[config.mk]
export PLATFORM = sky130hd
export DESIGN_NAME = gr5_mem_arbiter
export DESIGN_NICKNAME = d
export VERILOG_FILES = /design/src/rtl/gr5_mem_arbiter.sv
export SDC_FILE = /design/constraint.sdc
export NUM_CORES = 1
export LEC_CHECK = 0
export ABC_CLOCK_PERIOD_IN_PS = 4500
export CORE_UTILIZATION = 37
export DETAILED_ROUTE_END_ITERATION = 8
export GPL_ROUTABILITY_DRIVEN = 0
export GPL_TIMING_DRIVEN = 1
export PLACE_DENSITY = 0.8
export SETUP_SLACK_MARGIN = 0.2
export SYNTH_ARGS = -nofsm -noshare
export SYNTH_HDL_FRONTEND = slang
export SYNTH_SLANG_ARGS = --single-unit
[constraint.sdc]
create_clock -name clk -period 4.5 [get_ports clk]
set_input_delay 0.45 -clock clk [delete_from_list [all_inputs] [get_ports clk]]
set_output_delay 0.45 -clock clk [all_outputs]
set_load 0.005 [all_outputs]
[src/rtl/gr5_mem_arbiter.sv]
// gr5_mem_arbiter: shares the single Grande Risco 5 main-memory port between
// the I-cache refill path and the D-cache refill/write-back path.
// One transaction is in flight at a time, and every output comes straight from a flop.
// Compile-time option GR5_ARB_ROUND_ROBIN_EN: when defined, a tie goes to the
// port that was not granted last. When undefined, the D-cache always wins a tie.
module gr5_mem_arbiter #(
    parameter int ADDR_WIDTH = 32,
    parameter int DATA_WIDTH = 32
) (
    input  logic                    clk,
    input  logic                    rst,
    input  logic                    i_req,
    input  logic [ADDR_WIDTH-1:0]   i_addr,
    output logic [DATA_WIDTH-1:0]   i_rdata,
    output logic                    i_ack,
    input  logic                    d_req,
    input  logic                    d_we,
    input  logic [ADDR_WIDTH-1:0]   d_addr,
    input  logic [DATA_WIDTH-1:0]   d_wdata,
    input  logic [DATA_WIDTH/8-1:0] d_wstrb,
    output logic [DATA_WIDTH-1:0]   d_rdata,
    output logic                    d_ack,
    output logic                    mem_req,
    output logic                    mem_we,
    output logic [ADDR_WIDTH-1:0]   mem_addr,
    output logic [DATA_WIDTH-1:0]   mem_wdata,
    output logic [DATA_WIDTH/8-1:0] mem_wstrb,
    input  logic [DATA_WIDTH-1:0]   mem_rdata,
    input  logic                    mem_ack,
    output logic                    busy,
    output logic                    grant_d
);

    localparam int STRB_WIDTH = DATA_WIDTH / 8;

    typedef enum logic [1:0] {
        IDLE    = 2'd0,
        GRANT_I = 2'd1,
        GRANT_D = 2'd2,
        DONE    = 2'd3
    } state_t;

    state_t                  state_q, state_d;
    logic                    mem_req_q, mem_req_d;
    logic                    mem_we_q, mem_we_d;
    logic [ADDR_WIDTH-1:0]   mem_addr_q, mem_addr_d;
    logic [DATA_WIDTH-1:0]   mem_wdata_q, mem_wdata_d;
    logic [STRB_WIDTH-1:0]   mem_wstrb_q, mem_wstrb_d;
    logic [DATA_WIDTH-1:0]   i_rdata_q, i_rdata_d;
    logic [DATA_WIDTH-1:0]   d_rdata_q, d_rdata_d;
    logic                    i_ack_q, i_ack_d;
    logic                    d_ack_q, d_ack_d;
    logic                    busy_q, busy_d;
    logic                    grant_d_q, grant_d_d;
    logic                    pick_d;

`ifdef GR5_ARB_ROUND_ROBIN_EN
    // Points at the port that should win the next tie; reset favours the I-cache.
    logic                    rr_prefer_d_q, rr_prefer_d_d;
`endif

    // Arbitration decision for a grant issued from IDLE.
    always_comb begin
        pick_d = d_req;
`ifdef GR5_ARB_ROUND_ROBIN_EN
        if (i_req && d_req) begin
            pick_d = rr_prefer_d_q;
        end
`endif
    end

    // Next-state and next-output logic; everything holds unless a transition changes it.
    always_comb begin
        state_d     = state_q;
        mem_req_d   = mem_req_q;
        mem_we_d    = mem_we_q;
        mem_addr_d  = mem_addr_q;
        mem_wdata_d = mem_wdata_q;
        mem_wstrb_d = mem_wstrb_q;
        i_rdata_d   = i_rdata_q;
        d_rdata_d   = d_rdata_q;
        i_ack_d     = 1'b0;
        d_ack_d     = 1'b0;
        grant_d_d   = grant_d_q;
`ifdef GR5_ARB_ROUND_ROBIN_EN
        rr_prefer_d_d = rr_prefer_d_q;
`endif
        case (state_q)
            IDLE: begin
                if (i_req || d_req) begin
                    mem_req_d = 1'b1;
                    grant_d_d = pick_d;
`ifdef GR5_ARB_ROUND_ROBIN_EN
                    rr_prefer_d_d = ~pick_d;
`endif
                    if (pick_d) begin
                        mem_we_d    = d_we;
                        mem_addr_d  = d_addr;
                        mem_wdata_d = d_wdata;
                        mem_wstrb_d = d_wstrb;
                        state_d     = GRANT_D;
                    end else begin
                        mem_we_d    = 1'b0;
                        mem_addr_d  = i_addr;
                        mem_wdata_d = '0;
                        mem_wstrb_d = '0;
                        state_d     = GRANT_I;
                    end
                end
            end
            GRANT_I: begin
                if (mem_ack) begin
                    mem_req_d = 1'b0;
                    i_rdata_d = mem_rdata;
                    i_ack_d   = 1'b1;
                    state_d   = DONE;
                end
            end
            GRANT_D: begin
                if (mem_ack) begin
                    mem_req_d = 1'b0;
                    d_rdata_d = mem_rdata;
                    d_ack_d   = 1'b1;
                    state_d   = DONE;
                end
            end
            DONE: begin
                state_d = IDLE;
            end
            default: begin
                state_d = IDLE;
            end
        endcase
        busy_d = (state_d != IDLE);
    end

    // State and output registers, cleared immediately by reset.
    always_ff @(posedge clk or posedge rst) begin
        if (rst) begin
            state_q     <= IDLE;
            mem_req_q   <= 1'b0;
            mem_we_q    <= 1'b0;
            mem_addr_q  <= '0;
            mem_wdata_q <= '0;
            mem_wstrb_q <= '0;
            i_rdata_q   <= '0;
            d_rdata_q   <= '0;
            i_ack_q     <= 1'b0;
            d_ack_q     <= 1'b0;
            busy_q      <= 1'b0;
            grant_d_q   <= 1'b0;
        end else begin
            state_q     <= state_d;
            mem_req_q   <= mem_req_d;
            mem_we_q    <= mem_we_d;
            mem_addr_q  <= mem_addr_d;
            mem_wdata_q <= mem_wdata_d;
            mem_wstrb_q <= mem_wstrb_d;
            i_rdata_q   <= i_rdata_d;
            d_rdata_q   <= d_rdata_d;
            i_ack_q     <= i_ack_d;
            d_ack_q     <= d_ack_d;
            busy_q      <= busy_d;
            grant_d_q   <= grant_d_d;
        end
    end

`ifdef GR5_ARB_ROUND_ROBIN_EN
    // Round-robin pointer register.
    always_ff @(posedge clk or posedge rst) begin
        if (rst) begin
            rr_prefer_d_q <= 1'b0;
        end else begin
            rr_prefer_d_q <= rr_prefer_d_d;
        end
    end
`endif

    assign mem_req   = mem_req_q;
    assign mem_we    = mem_we_q;
    assign mem_addr  = mem_addr_q;
    assign mem_wdata = mem_wdata_q;
    assign mem_wstrb = mem_wstrb_q;
    assign i_rdata   = i_rdata_q;
    assign d_rdata   = d_rdata_q;
    assign i_ack     = i_ack_q;
    assign d_ack     = d_ack_q;
    assign busy      = busy_q;
    assign grant_d   = grant_d_q;

endmodule

Word level (Yosys, flattened, before mapping)
Cells that the tools add are included.

storage, ports and cells
  logic and storage cells = 40
  flip-flop bits (word level) = 140
  bits of input ports = 138

cells by class
  multiplexer cells = 14
  reductions and logical operators = 9
  eq/ne operators = 5

operators by type and width
  operator            number
  $mux 32             2
  $mux 1              6
  $mux 2              3
  $pmux 2 s3          1
  $reduce_and 2->1    3
  $eq 2x2->1 const B  2
  $mux 4              1
  $reduce_bool 2->1   2
  $reduce_and 3->1    1
  $eq 2x1->1 const B  1
  $logic_not 2->1     1
  $ne 2x1->1 const B  1
  $ne 2x2->1 const B  1
  $pmux 1 s2          1
  $reduce_or 2->1     1
  $logic_or 1x1->1    1

Depth between registers and ports, before layout
Gate-level depths: netlist of run 1.

  depth in word-level cells = 4
  depth in mapped cells = 7
  depth with buffers taken out = 5

Worst setup path before layout of run 1
OpenSTA, ideal clock, no wires.

  path kind = register to register
  start = register state_q[0]
  end = register d_rdata_q[18], in the netlist d_rdata[18]
  stages on the path, launching flop included = 6
  path buffers = 1
  library setup time = 0.125 ns
  path slack = 3.088 ns
  clock period less this slack = 1.412 ns
  arrival time = 1.287 ns
  cell sequence = dfrtp_1 -> inv_1 -> ha_1 -> nand2_2 -> clkbuf_8 -> mux2_2

on the way
  longest elaborated chain between the ends = 2

ends and longest elaborated chain
  item                        RTL line  RTL
  start: declaration          43        state_t state_q, state_d;
  start signal: assignment    153       state_q <= state_d;
  $eq 2x2->1                  88        case (state_q)
  $reduce_and 2->1 (no line)  n/a
  end signal: assignment      160       d_rdata_q <= d_rdata_d;
  end: declaration            50        logic [DATA_WIDTH-1:0] d_rdata_q, d_rdata_d;

Every way passes these cells.
A chain may end at the register's enable or synchronous reset.

Worst setup path in the final report of run 1
  start = register state_q[0]
  end = register mem_addr_q[14], in the netlist mem_addr[14]

on the way
  longest elaborated chain between the ends = 2

ends and longest elaborated chain
  item                        RTL line  RTL
  $logic_not 2->1             88
  $reduce_and 2->1 (no line)  n/a
  end signal: assignment      156       mem_addr_q <= mem_addr_d;
  end: declaration            46        logic [ADDR_WIDTH-1:0] mem_addr_q, mem_addr_d;

Every way passes these cells.

==> results of run 1 <==
critical path: cells and delay by family, from the launching register on:
family | cells | cell delay (ns)
adder cells (fa/ha/maj) | 1 | 0.20
flip-flops | 1 | 0.42
buffers and inverters | 3 | 1.01
AO/OA/AOI/OAI | 2 | 0.50
per-stage QoR:
| stage | hold slack [ns] | area [um^2] |
|---|---|---|
| after global routing | 0.4978 | 9107 |
| after CTS | 0.4689 | 9107 |
| after floorplan | 0.4599 | 5738 |
| after global placement | 0.4499 | 8507 |
| after detailed placement | 0.4553 | 8507 |
| final | 0.4677 | 9107 |
cells by family (layout without fill, tap and decap cells):
group | after synthesis | in the layout | synth area share
AO/OA/AOI/OAI | 40 | 40 | 0.03816
adder cells (fa/ha/maj) | 5 | 5 | 0.01090
buffers and inverters | 35 | 316 | 0.04645
flip-flops | 140 | 140 | 0.6106
multiplexers | 96 | 96 | 0.1814
AND/OR/NAND/NOR | 154 | 154 | 0.1125
report_power, final:
part | internal, mW | switching [mW] | leakage (nW) | total, mW
clock | 0.876 | 0.543 | 0.281 | 1.42
combinational | 1.54 | 0.933 | 2.09 | 2.47
sequential | 1.86 | 0.315 | 1.71 | 2.18
total | 4.28 | 1.79 | 4.08 | 6.07
layer usage:
metal | part of all wire | vias up | GRT usage
met1 | 0.40 | 2110 | 0.2082
met4 | 0.026 | 0 | 0.09213
li1 | - | 2118 | -
met5 | 0 | - | 0
met2 | 0.50 | 199 | 0.3341
met3 | 0.078 | 28 | 0.06116
placed cells by master, fill, tap and decap left out, drive strengths merged:
| master | instances |
|---|---|
| nand4 | 1 |
| ha | 5 |
| or2 | 1 |
| clkbuf | 19 |
| clkinvlp | 4 |
| mux2i | 32 |
| clkinv | 4 |
| dfrtp | 140 |
| buf | 4 |
| clkdlybuf4s50 | 274 |
| nand3 | 37 |
| o31ai | 1 |
| nor3b | 1 |
| a22oi | 1 |
| nand2 | 111 |
| o21ai | 37 |
| inv | 8 |
| mux2 | 64 |
| nand2b | 1 |
| nor2b | 2 |
| bufinv | 3 |
| o211ai | 1 |
flip-flops by register name, summed over array words and instances, names as in the netlist:
| signal | flops |
|---|---|
| busy | 1 |
| d_ack | 1 |
| d_rdata | 32 |
| grant_d | 1 |
| i_ack | 1 |
| i_rdata | 32 |
| mem_addr | 32 |
| mem_req | 1 |
| mem_wdata | 32 |
| mem_we | 1 |
| mem_wstrb | 4 |
| state_q | 2 |
cell type report:
cell class / instances / area (um^2)
fillers: 1202 / 6038
well taps: 188 / 235.2
clock buffers: 19 / 432.9
flip-flops and latches: 140 / 3503
clock inverters: 13 / 167.7
multi-input cells: 295 / 1968
repair buffers: 278 / 2773
inverters: 6 / 27.53
path summary, 6_finish.rpt:
check                                     startpoint                   endpoint  slack [ns]
max reg2reg                     state_q[0]$_DFF_PP0_   mem_addr[14]$_DFFE_PP0P_        2.18
max in group asynchronous                        rst   mem_addr[22]$_DFFE_PP0P_        2.84
min reg2reg                mem_wdata[10]$_DFFE_PP0P_  mem_wdata[10]$_DFFE_PP0P_        0.47
min in group asynchronous                        rst     d_rdata[5]$_DFFE_PP0P_        0.59
min                        mem_wdata[10]$_DFFE_PP0P_  mem_wdata[10]$_DFFE_PP0P_        0.47
max                             state_q[0]$_DFF_PP0_   mem_addr[14]$_DFFE_PP0P_        2.18
==> summary.txt, run 1 <==
Run status
  – Status: completed

Clock network
  – Cts repair resizes: 0
  – Buffer count from post-CTS setup fixing: 0
  – Num CTS Buffers: 17
  – Clock Latency Late Sink: 0.41 ns
  – CTS Buffer Depth: 2
  – CTS Sinks: 140
  – H-Tree Depth: 4
  – CTS tree: yes
  – Clock root cell: clkbuf_16
  – Post-cts hold buffer count: 0
  – Clock transition at path regs: 0.06 ns

Pwr
  – Pwr/cell area: 666.0 mW/mm^2
  – Pwr Total: 6.066 mW
  – Maximum VDD drop: 0.0002845 V
  – Leakage dissipation: 4.080 nW

Yosys
  – Netlist cell types: 25
  – Sequential area share after synthesis: 0.6106
  – Synth Net Count: 613
  – Cells after Synth: 470
  – Async set or reset register ratio after synthesis: 1.000
  – Synth Register Bits: 140
  – Post-synth top area share: 0.6106
  – Area leader, netlist: dfrtp_1
  – Post-synth top flop: dfrtp_1
  – EDFF count, synth: 0
  – Average cell area after synthesis: 12.21 um^2
  – Commonest cells post-synth: dfrtp_1 (140), nand2_1 (109), mux2_2 (64)
  – Main area contributors after synthesis: dfrtp_1 (61%), mux2_2 (13%), nand2_1 (7.1%)
  – Yosys warns: 0
  – Synthesized area: 0.005738 mm^2
  – Most frequent cell after synthesis: dfrtp_1

Floorplan
  – Core area: 0.01515 mm^2
  – Die width: 126.5 um
  – Io pins: 276
  – Die Area: 0.01601 mm^2
  – Die Y: 126.5 um
  – Initial cell density of the core: 0.3789
  – FP Rows: 45

STA
  – RSZ-0062 raised after global routing: no
  – Max frequency: 431.4 MHz
  – Count of pins over their slew limit: 0
  – Slew HR: 0.3565
  – Hold Fails Final Rpt: 0
  – Final period util: 0.5151
  – Post-Route Skew: 0.007142 ns
  – Setup ws final: 2.182 ns
  – # setup viols final: 0
  – Slew at the pin with the worst max-slew slack: 0.9652 ns
  – Setup TNS: 0 ns
  – Final worst path period need: 2.318 ns

Global routing
  – Global-route wire length before repair: 23.54 mm
  – GRT Residual Overflow: 0
  – Initial antenna violation count: 0
  – Total GRT Usage: 0.1904
  – Pin count of the biggest net entering global routing: 105
  – Vias in the first global route: 4714

Layout
  – P&R area growth vs syn: 58.72%
  – Post-route non-filler standard cell count: 939
  – Final net count: 881
  – Antenna diodes: 0
  – Utilization after layout: 0.6013
  – Fraction of layout cells with a size suffix above 1: 0.1372

Detailed routing
  – Post-DR wirelength/cell: 15.69 um
  – Routed vias: 4455
  – Post-route antenna net violation count: 0
  – Drt drc: 0
  – Initial DRC Count: 201
  – First-pass DRT Iterations: 4
  – Drt via density: 4.744
  – Final wirelength: 14.74 mm

Critical path
  – Critical Path AT: 2.57 ns
  – Required @ worst endpoint: 4.75 ns
  – R2r worst-path depth: 6
  – Ordered list of cells on the worst path: inv_1 -> ha_1 -> buf_4 -> o21ai_4 -> buf_4 -> o21ai_0
  – Critical path peak fanout: 75
  – CP max stage cell: buf_4
  – Critical path launch point type: flop
  – Most used cell, CP: buf_4
  – Worst path max stage delay: 0.64 ns
  – CP endpoint kind: flop
  – Critical Setup Path Class: reg -> reg

Place
  – Detail Placement HPWL: 10.62 mm
  – Dpl cells: 907
  – Port bufs: 275
  – Pre-CTS setup slack: 1.930 ns

Min path
  – Hold path cells: 2
  – HP Class: reg -> reg

Flow run
  – Maxcap violations: 0
No activity file was read; power rests on OpenSTA's default activity.
==> run 2: changes to the inputs <==
ABC_CLOCK_PERIOD_IN_PS = 2160   (was 4500)
CORE_UTILIZATION = 41   (was 37)
PLACE_DENSITY = 0.84   (was 0.8)
clock period = 2.16 ns   (was 4.5 ns; I/O delays follow)
==> run 2 against run 1 <==
Utilization increased by 8.0 points. Register-to-register slack got worse by 1.6 ns. Count of clock-buffer cells in the layout increased by 4. Routed wire length fell by 0.96%. Cell count is 0.96% lower. Critical path depth down 1. Total power increased by 110%.
==> summary.txt, run 2 (synthesized netlist as in run 1, its figures left out) <==
Run status
  – Status: completed

Critical path
  – Critical Setup Path Class: reg -> reg
  – Critical Path AT: 1.85 ns (-0.72 ns)
  – CP endpoint kind: flop
  – FF-to-FF End: mem_addr[4]$_DFFE_PP0P_
  – Ordered list of cells on the worst path: inv_1 -> ha_1 -> o21ai_4 -> buf_12 -> o21ai_0
  – Worst R2R Start: state_q[0]$_DFF_PP0_
  – Required @ worst endpoint: 2.43 ns (-2.32 ns)
  – R2r setup slk: 0.59 ns (-1.59 ns)
  – CP max stage cell: dfrtp_1
  – Critical path peak fanout: 103 (+37%)
  – R2r worst-path depth: 5 (-1)
  – Critical path launch point type: flop
  – Worst path max stage delay: 0.43 ns (-0.21 ns)

Layout
  – P&R area growth vs syn: 59.81%
  – Most common cell after layout, fill and taps aside: clkdlybuf4s50_1
  – Utilization after layout: 0.6816 (+0.08032)
  – Final net count: 887 (+0.68%)
  – Antenna diodes: 0 (unchanged)
  – Post-route non-filler standard cell count: 930 (-0.96%)
  – Fillcell total: 988 (-18%)
  – Fin area: 0.009170 mm^2 (+0.69%)
  – Most frequent cells in the layout: clkdlybuf4s50_1 (274), dfrtp_1 (140), nand2_1 (109), mux2_2 (64), nand3_1 (37)
  – Register area: 0.003503 mm^2 (unchanged)
  – Fraction of layout cells with a size suffix above 1: 0.1419 (+0.004759)
  – Area of the multi-input gates: 0.001968 mm^2 (unchanged)

STA
  – Setup TNS: 0 ns (unchanged)
  – Hold_ws: 0.3175 ns (-0.1502 ns)
  – Max frequency: 635.9 MHz (+47%)
  – # setup viols final: 0 (unchanged)
  – Hold Fails Final Rpt: 0 (unchanged)
  – Final period util: 0.7280 (+0.2129)
  – Count of pins over their slew limit: 0 (unchanged)
  – Slew HR: 0.6495 (+0.2930)
  – RSZ-0062 raised after global routing: no
  – Post-Route Skew: 0.005542 ns (-0.001601 ns)
  – Slew at the pin with the worst max-slew slack: 0.5257 ns (-0.4395 ns)
  – Final worst path period need: 1.572 ns (-0.7454 ns)

Clock network
  – CTS Sinks: 140 (unchanged)
  – Clock Latency Late Sink: 0.41 ns (about the same)
  – H-Tree Depth: 4 (unchanged)
  – CTS Buffer Depth: 2 (unchanged)
  – Cts repair resizes: 0 (unchanged)
  – Num CTS Buffers: 17 (unchanged)
  – Buffer count from post-CTS setup fixing: 0 (unchanged)
  – CTS tree: yes
  – Clock root cell: clkbuf_16
  – Post-cts hold buffer count: 0 (unchanged)
  – Clock transition at path regs: 0.06 ns (about the same)

Place
  – Port bufs: 275 (unchanged)
  – Dpl cells: 901 (-0.66%)
  – Area after DPL: 0.008586 mm^2 (+0.93%)
  – Detail Placement HPWL: 10.86 mm (+2.3%)

Floorplan
  – Core area: 0.01345 mm^2 (-11%)
  – Die Y: 120.3 um (-4.9%)
  – FP Rows: 42 (-6.7%)
  – Initial cell density of the core: 0.4265 (+0.04767)
  – Io pins: 276 (unchanged)
  – Die width: 120.3 um (-4.9%)
  – Die Area: 0.01447 mm^2 (-9.6%)

Global routing
  – Pin count of the biggest net entering global routing: 104 (-0.95%)
  – Vias in the first global route: 4694 (-0.42%)
  – GRT Residual Overflow: 0 (unchanged)
  – Total GRT Usage: 0.2075 (+0.01712)
  – Initial antenna violation count: 0 (unchanged)
  – Global-route wire length before repair: 23.28 mm (-1.1%)

Detailed routing
  – Drt drc: 0 (unchanged)
  – Post-route antenna net violation count: 0 (unchanged)
  – Initial DRC Count: 193 (-4.0%)
  – Post-DR wirelength/cell: 15.69 um (about the same)
  – First-pass DRT Iterations: 4 (unchanged)
  – Routed vias: 4511 (+1.3%)
  – Final wirelength: 14.59 mm (-0.96%)
  – Drt via density: 4.851 (+2.2%)

Pwr
  – Pwr/cell area: 1377 mW/mm^2 (+110%)
  – Maximum VDD drop: 0.0005784 V (+100%)
  – Leakage dissipation: 4.131 nW (+1.3%)

Min path
  – HP Class: in -> async

Flow run
  – Maxcap violations: 0 (unchanged)
==> run 2: cell count changes in the layout (fill, tap and decap cells not counted), sizes merged <==
cell / before / now
clkinvlp: 4 / 2
clkinv: 4 / 3
clkbuf: 19 / 23
inv: 8 / 5
bufinv: 3 / 2
buf: 4 / 10
==> run 2: cell type report <==
cell class,count,share of cell area
sequential,140,0.3820
timing repair buffer,284,0.3127
multi-input combinational,295,0.2146
clock buffer,23,0.05430
tap,176,0.02401
clock inverter,6,0.009415
inverter,6,0.002865
==> run 2: worst max-delay path by stage <==
stage                              start                       end  slack [ns]  cells past startpoint
detailed placement                 i_req   mem_addr[3]$_DFFE_PP0P_        0.55                      4
finish              state_q[0]$_DFF_PP0_   mem_addr[4]$_DFFE_PP0P_        0.59                      5
CTS                 state_q[0]$_DFF_PP0_  mem_addr[21]$_DFFE_PP0P_        0.57                      5
global route        state_q[0]$_DFF_PP0_   mem_addr[3]$_DFFE_PP0P_        0.41                      6
floorplan                            rst            busy$_DFF_PP0_        0.19                      1
global placement                 mem_ack   i_rdata[27]$_DFFE_PP0P_        0.61                      4
==> run 2: worst max-delay path, delay by kind of cell (launching register included) <==
family | cells | cell delay (ns)
DFF | 1 | 0.43
adders and majority gates | 1 | 0.27
buffers and inverters | 2 | 0.42
AOI/OAI and AO/OA | 2 | 0.24
==> run 2: layer usage <==
metal  up-vias  global-route usage  share of wire
met5         -                   0              0
met4         0             0.07639          0.025
met3        26             0.06321          0.076
met2       201              0.3621           0.51
met1      2147              0.2396           0.39
li1       2137                   -              -
==> run 2: through the flow <==
| stage | total power [mW] | setup slack, ns |
|---|---|---|
| floorplan | 6.677 | 0.1949 |
| CTS | 12.77 | 0.5657 |
| global route | 13.42 | 0.4148 |
| detailed placement | 9.867 | 0.5489 |
| global placement | 9.617 | 0.6084 |
| finish | 12.63 | 0.5875 |
==> run 2: power by group <==
group	switching (mW)	leakage (nW)	total, mW	internal, mW
clock network	1.02	0.287	2.85	1.83
registers	0.665	1.71	4.55	3.89
logic	1.96	2.13	5.23	3.26
total	3.65	4.13	12.6	8.98
==> run 3: changes to the inputs <==
ABC_CLOCK_PERIOD_IN_PS = 1500   (was 2160)
clock period = 1.5 ns   (was 2.16 ns; I/O delays follow)
==> run 3 against run 2 <==
The flow now finishes with violations (negative setup slack). Critical endpoint is now mem_wdata[19]$_DFFE_PP0P_. Sequential share of layout area down 5.6 points. Highest routed layer unchanged. Design area rose by 17%. Combinational power grew 120%. Register-to-register slack worse by 0.59 ns. Die area unchanged. Clock skew rose by 0.0075 ns. Global-route usage grew 8.1 points. Hold slack got worse by 0.089 ns. Largest cell class is now non-clock buffers. Utilization is 12 points higher.
==> summary.txt, run 3 (synthesized netlist as in run 1, its figures left out) <==
Layout
  – Fin area: 0.01075 mm^2 (+17%)
  – Most common cell after layout, fill and taps aside: dfrtp_1
  – Antenna diodes: 0 (unchanged)
  – Fraction of layout cells with a size suffix above 1: 0.3167 (+0.1748)
  – Post-route non-filler standard cell count: 1016 (+9.2%)
  – P&R area growth vs syn: 87.33%
  – Most frequent cells in the layout: dfrtp_1 (138), clkdlybuf4s50_1 (136), dlygate4sd2_1 (136), mux2_4 (63), nand2_1 (59)
  – Area of the multi-input gates: 0.002544 mm^2 (+29%)
  – Fillcell total: 727 (-26%)
  – Final net count: 971 (+9.5%)
  – Register area: 0.003506 mm^2 (about the same)

Global routing
  – Initial antenna violation count: 0 (unchanged)
  – Pin count of the biggest net entering global routing: 89 (-14%)
  – Vias in the first global route: 5468 (+16%)
  – GRT Residual Overflow: 0 (unchanged)
  – Total GRT Usage: 0.2888 (+0.08125)
  – Global-route wire length before repair: 30.97 mm (+33%)

Critical path
  – Critical path peak fanout: 8 (-92%)
  – CP endpoint kind: flop
  – Critical path launch point type: flop
  – FF-to-FF End: mem_wdata[19]$_DFFE_PP0P_
  – R2r setup slk: -0.0004 ns (-0.59 ns)
  – Critical Path End: mem_wdata[19]$_DFFE_PP0P_
  – Critical Path AT: 1.81 ns (-0.04 ns)
  – Worst R2R Start: state_q[1]$_DFF_PP0_
  – Crit path from: state_q[1]$_DFF_PP0_
  – Critical Setup Path Class: reg -> reg
  – R2r worst-path depth: 9 (+4)
  – Required @ worst endpoint: 1.81 ns (-0.62 ns)

Pwr
  – Leakage dissipation: 5.460 nW (+32%)
  – Pwr Total: 22.51 mW (+78%)
  – Pwr/cell area: 2094 mW/mm^2 (+52%)
  – Internal power: 15.06 mW (+68%)
  – Maximum VDD drop: 0.0009475 V (+64%)
  – Clock power frac: 0.193 (-0.033)
  – Net Switching: 7.449 mW (+100%)
  – Combinational share of power: 0.500 (+0.086)
  – Reg power frac: 0.307 (-0.053)
  – Sw frac: 0.3310 (+0.04207)

Floorplan
  – Die width: 120.3 um (unchanged)
  – Die Y: 120.3 um (unchanged)
  – Core area: 0.01345 mm^2 (unchanged)
  – Io pins: 276 (unchanged)
  – Initial cell density of the core: 0.4265 (unchanged)
  – Die Area: 0.01447 mm^2 (unchanged)
  – FP Rows: 42 (unchanged)

Run status
  – Status: finished with violations
  – Failing checks: negative setup slack

STA
  – Setup ws final: -0.0004148 ns (-0.5880 ns)
  – Final period util: 1.000 (+0.2723)
  – Slew at the pin with the worst max-slew slack: 0.4679 ns (-0.05782 ns)
  – RSZ-0062 raised after global routing: yes
  – Final worst path period need: 1.500 ns (-0.07204 ns)
  – Max frequency: 666.5 MHz (+4.8%)
  – Hold Fails Final Rpt: 0 (unchanged)
  – Hold_ws: 0.2287 ns (-0.08877 ns)
  – Slew HR: 0.6881 (+0.03855)
  – Post-Route Skew: 0.01305 ns (+0.007507 ns)
  – # setup viols final: 1 (+1)
  – Count of pins over their slew limit: 0 (unchanged)

Clock network
  – Clock root cell: clkbuf_16
  – Clock Latency Late Sink: 0.42 ns (about the same)
  – Clock transition at path regs: 0.06 ns (about the same)
  – Post-cts hold buffer count: 0 (unchanged)
  – H-Tree Depth: 4 (unchanged)
  – Num CTS Buffers: 17 (unchanged)
  – CTS tree: yes
  – CTS Buffer Depth: 2 (unchanged)
  – CTS Sinks: 140 (unchanged)

Detailed routing
  – Final wirelength: 21.69 mm (+49%)
  – Drt drc: 0 (unchanged)
  – Initial DRC Count: 348 (+80%)
  – First-pass DRT Iterations: 4 (unchanged)
  – Post-DR wirelength/cell: 21.35 um (+36%)
  – Post-route antenna net violation count: 0 (unchanged)
  – Routed vias: 5210 (+15%)
  – Drt via density: 5.128 (+5.7%)

Place
  – Area after DPL: 0.009034 mm^2 (+5.2%)
  – Port bufs: 275 (unchanged)
  – Detail Placement HPWL: 12.14 mm (+12%)
  – Dpl cells: 914 (+1.4%)
  – Pre-CTS setup slack: 0.01773 ns (-0.5312 ns)

Flow run
  – Maxcap violations: 0 (unchanged)

Min path
  – HP Class: in -> async
## run 3: cell types whose count changed in the layout (fill, tap and decap cells not counted), moves of 10 or more
cell             change
nand2_2             +36
buf_6               +10
nand2_1             -50
buf_16              +11
buf_4               +42
o21ai_1             +15
dlygate4sd2_1      +136
clkdlybuf4s50_1    -138
mux2_2              -63
buf_12              +14
nand2_4             +12
o21ai_2             +10
o21ai_0             -25
mux2_4              +63
## run 3: per-stage QoR
stage | util | setup TNS (ns)
3_5_place_dp | 0.6715 | 0
5_1_grt | 0.7990 | -0.4870
3_3_place_gp | 0.6715 | 0
4_1_cts | 0.7704 | 0
2_1_floorplan | - | -55.87
6_report | 0.7990 | -0.0004148
## run 3: how the worst min path moves through the flow
stage,start,to,slack [ns]
6_report,rst,mem_addr[26]$_DFFE_PP0P_,0.23
5_1_grt,rst,mem_addr[26]$_DFFE_PP0P_,0.25
4_1_cts,rst,mem_addr[23]$_DFFE_PP0P_,0.20
3_5_place_dp,mem_wdata[24]$_DFFE_PP0P_,mem_wdata[24]$_DFFE_PP0P_,0.45
3_3_place_gp,mem_wdata[26]$_DFFE_PP0P_,mem_wdata[26]$_DFFE_PP0P_,0.45
2_1_floorplan,d_wdata[27],mem_wdata[27]$_DFFE_PP0P_,0.30
## run 3: layout make-up
class / instances / share of cell area
clock buffers: 20 / 0.04249
clock inverters: 11 / 0.01327
inverters: 6 / 0.002677
multi-input cells: 295 / 0.2366
flip-flops and latches: 140 / 0.3262
well taps: 176 / 0.02049
repair buffers: 368 / 0.3583
## run 3: power by group through the flow
stage	clock (mW)	sequential [mW]	combinational (mW)
finish	4.34	6.90	11.3
global route	4.56	7.05	11.9
CTS	4.34	6.62	10.0
detailed placement	0	6.76	8.67
global placement	0	6.63	8.34
floorplan	0	6.72	3.69
## run 3: critical path: stages, from the launching register on
cell and delay [ns]:
dfrtp_2 0.43, inv_4 0.08, buf_12 0.10, ha_4 0.14
o21ai_4 0.08, buf_12 0.17, buf_12 0.13, buf_16 0.14
nand2_2 0.06, nand2_1 0.05
## run 3: per-layer routing
metal	global-route usage	up-vias	share of wire
met1	0.3116	2565	0.36
li1	-	2310	-
met4	0.1273	0	0.038
met5	0	-	0
met3	0.09434	62	0.077
met2	0.5140	273	0.52
## run 3: what timing repair did
action                     in CTS  in global routing
setup endpoints to repair     272                139
gates cloned                   13                  4
buffers inserted               48                  6
resized for setup             204                 84
pin swaps                      21                 26
==> patch, RTL diff (config.mk and constraints of run 1) <==
Re-encode `state_t` (4 states) as one-hot, 4 bits wide.
--- a/src/rtl/gr5_mem_arbiter.sv
+++ b/src/rtl/gr5_mem_arbiter.sv
@@ -33,11 +33,11 @@
 
     localparam int STRB_WIDTH = DATA_WIDTH / 8;
 
-    typedef enum logic [1:0] {
-        IDLE    = 2'd0,
-        GRANT_I = 2'd1,
-        GRANT_D = 2'd2,
-        DONE    = 2'd3
+    typedef enum logic [3:0] {
+        IDLE    = 4'b0001,
+        GRANT_I = 4'b0010,
+        GRANT_D = 4'b0100,
+        DONE    = 4'b1000
     } state_t;
 
     state_t                  state_q, state_d;
Behaviour: no difference found for any inputs over 4 cycles, from zero or initial values and one cycle with rst high; so few cycles prove little.
==> patch against run 1 <==
Final area is 1.9% higher. Largest cell class unchanged. Core utilization is 0.90 points higher. Non-clock buffer count is 3 higher. Setup slack worse by 0.11 ns. Worst hold slack better by 0.017 ns. Sequential cell count is 2 higher. Wire length is 0.32% lower. Largest power group unchanged. Final cell count is 11% lower. Synthesized area is 0.59% higher. Power is 0.58% higher. Count of clock-buffer cells in the layout stayed put. Global-route usage hardly changed.
==> patch: results (changes against run 1) <==
ir_drop_v: 0.000302  # +6.1%
r2r_setup_slack_ns: 2.07  # -0.11 ns
synth_fa_ha_area_frac: 0  # -0.0109
instances_no_fill: 833  # -11%
status: "complete, no violations"
synth_fp_nets: 493  # -20%
ys_seq_area_frac: 0.616  # +0.00531
area.growth.synth_to_final_pct: 60.7
skew_ns: 0.0101  # +0.00298 ns
timing.fmax_ghz: 0.412  # -4.5%
grtUsageMet1: 0.219  # +0.0104
hold_path.startpoint: "grant_d"
wl_met2_mm: 7.31  # -0.64%
final_nets: 770  # -13%
gr-usage-met3: 0.0671  # +0.00590
met2_usage: 0.320  # -0.0144
synth.distinct_cells: 30  # +20%
r2r.worst_path.cells: 4  # -2
leakage_uw: 0.00408  # about the same
placed_cell_area_mm2: 0.00865  # +1.6%
synthXorXnorAreaFrac: 0.00152  # +0.00152
grt_pass1_vias: 4375  # -7.2%
cp-startpoint: "state_q[0]"
grt_pass1_wl_mm: 23.1  # -1.8%
drive_gt1_frac: 0.265  # +0.128
vias: 4066  # -8.7%
critPathTopFamily: "compound AO/OA/AOI/OAI gates"
synth_compound_area_frac: 0.0642  # +0.0260
dp.cells: 801  # -12%
whs_ns: 0.484  # +0.0167 ns
wl_met3_mm: 1.15  # -0.43%
cpMaxStageDelayCell: "nor4b_1"
worst_slew_pin_slew_ns: 1.08  # +0.118 ns
whs_endpoint: "grant_d"
patch: changes by cell type after synthesis, sizes merged, moves of 3 or more:
cell,before,now
o21ai,37,2
nand2,111,2
nand3,37,0
ha,5,0
buf,18,15
mux2,64,128
mux2i,32,0
a22o,0,37
clkbuf,11,8
patch: area by class of cell:
cell class,count,share of cell area
sequential,142,0.383
inverter,4,0.00216
multi-input combinational,186,0.220
clock buffer,19,0.0477
tap,188,0.0254
clock inverter,13,0.0201
timing repair buffer,281,0.302
patch: power by group through the flow:
stage / Clock [uW] / Combinational, uW / Sequential, uW
final: 1480 / 2430 / 2190
after global routing: 1580 / 2610 / 2260
after CTS: 1520 / 2460 / 2200
after detailed placement: 0 / 2460 / 2200
after global placement: 0 / 2400 / 2180
after floorplan: 0 / 975 / 2210
patch: worst reg2reg max path, cell delays in order (launching register included):
cell and delay [ns]:
dfstp_2 0.58, nor4b_1 0.60, o21ai_4 0.47, buf_4 0.41, a22o_1 0.25
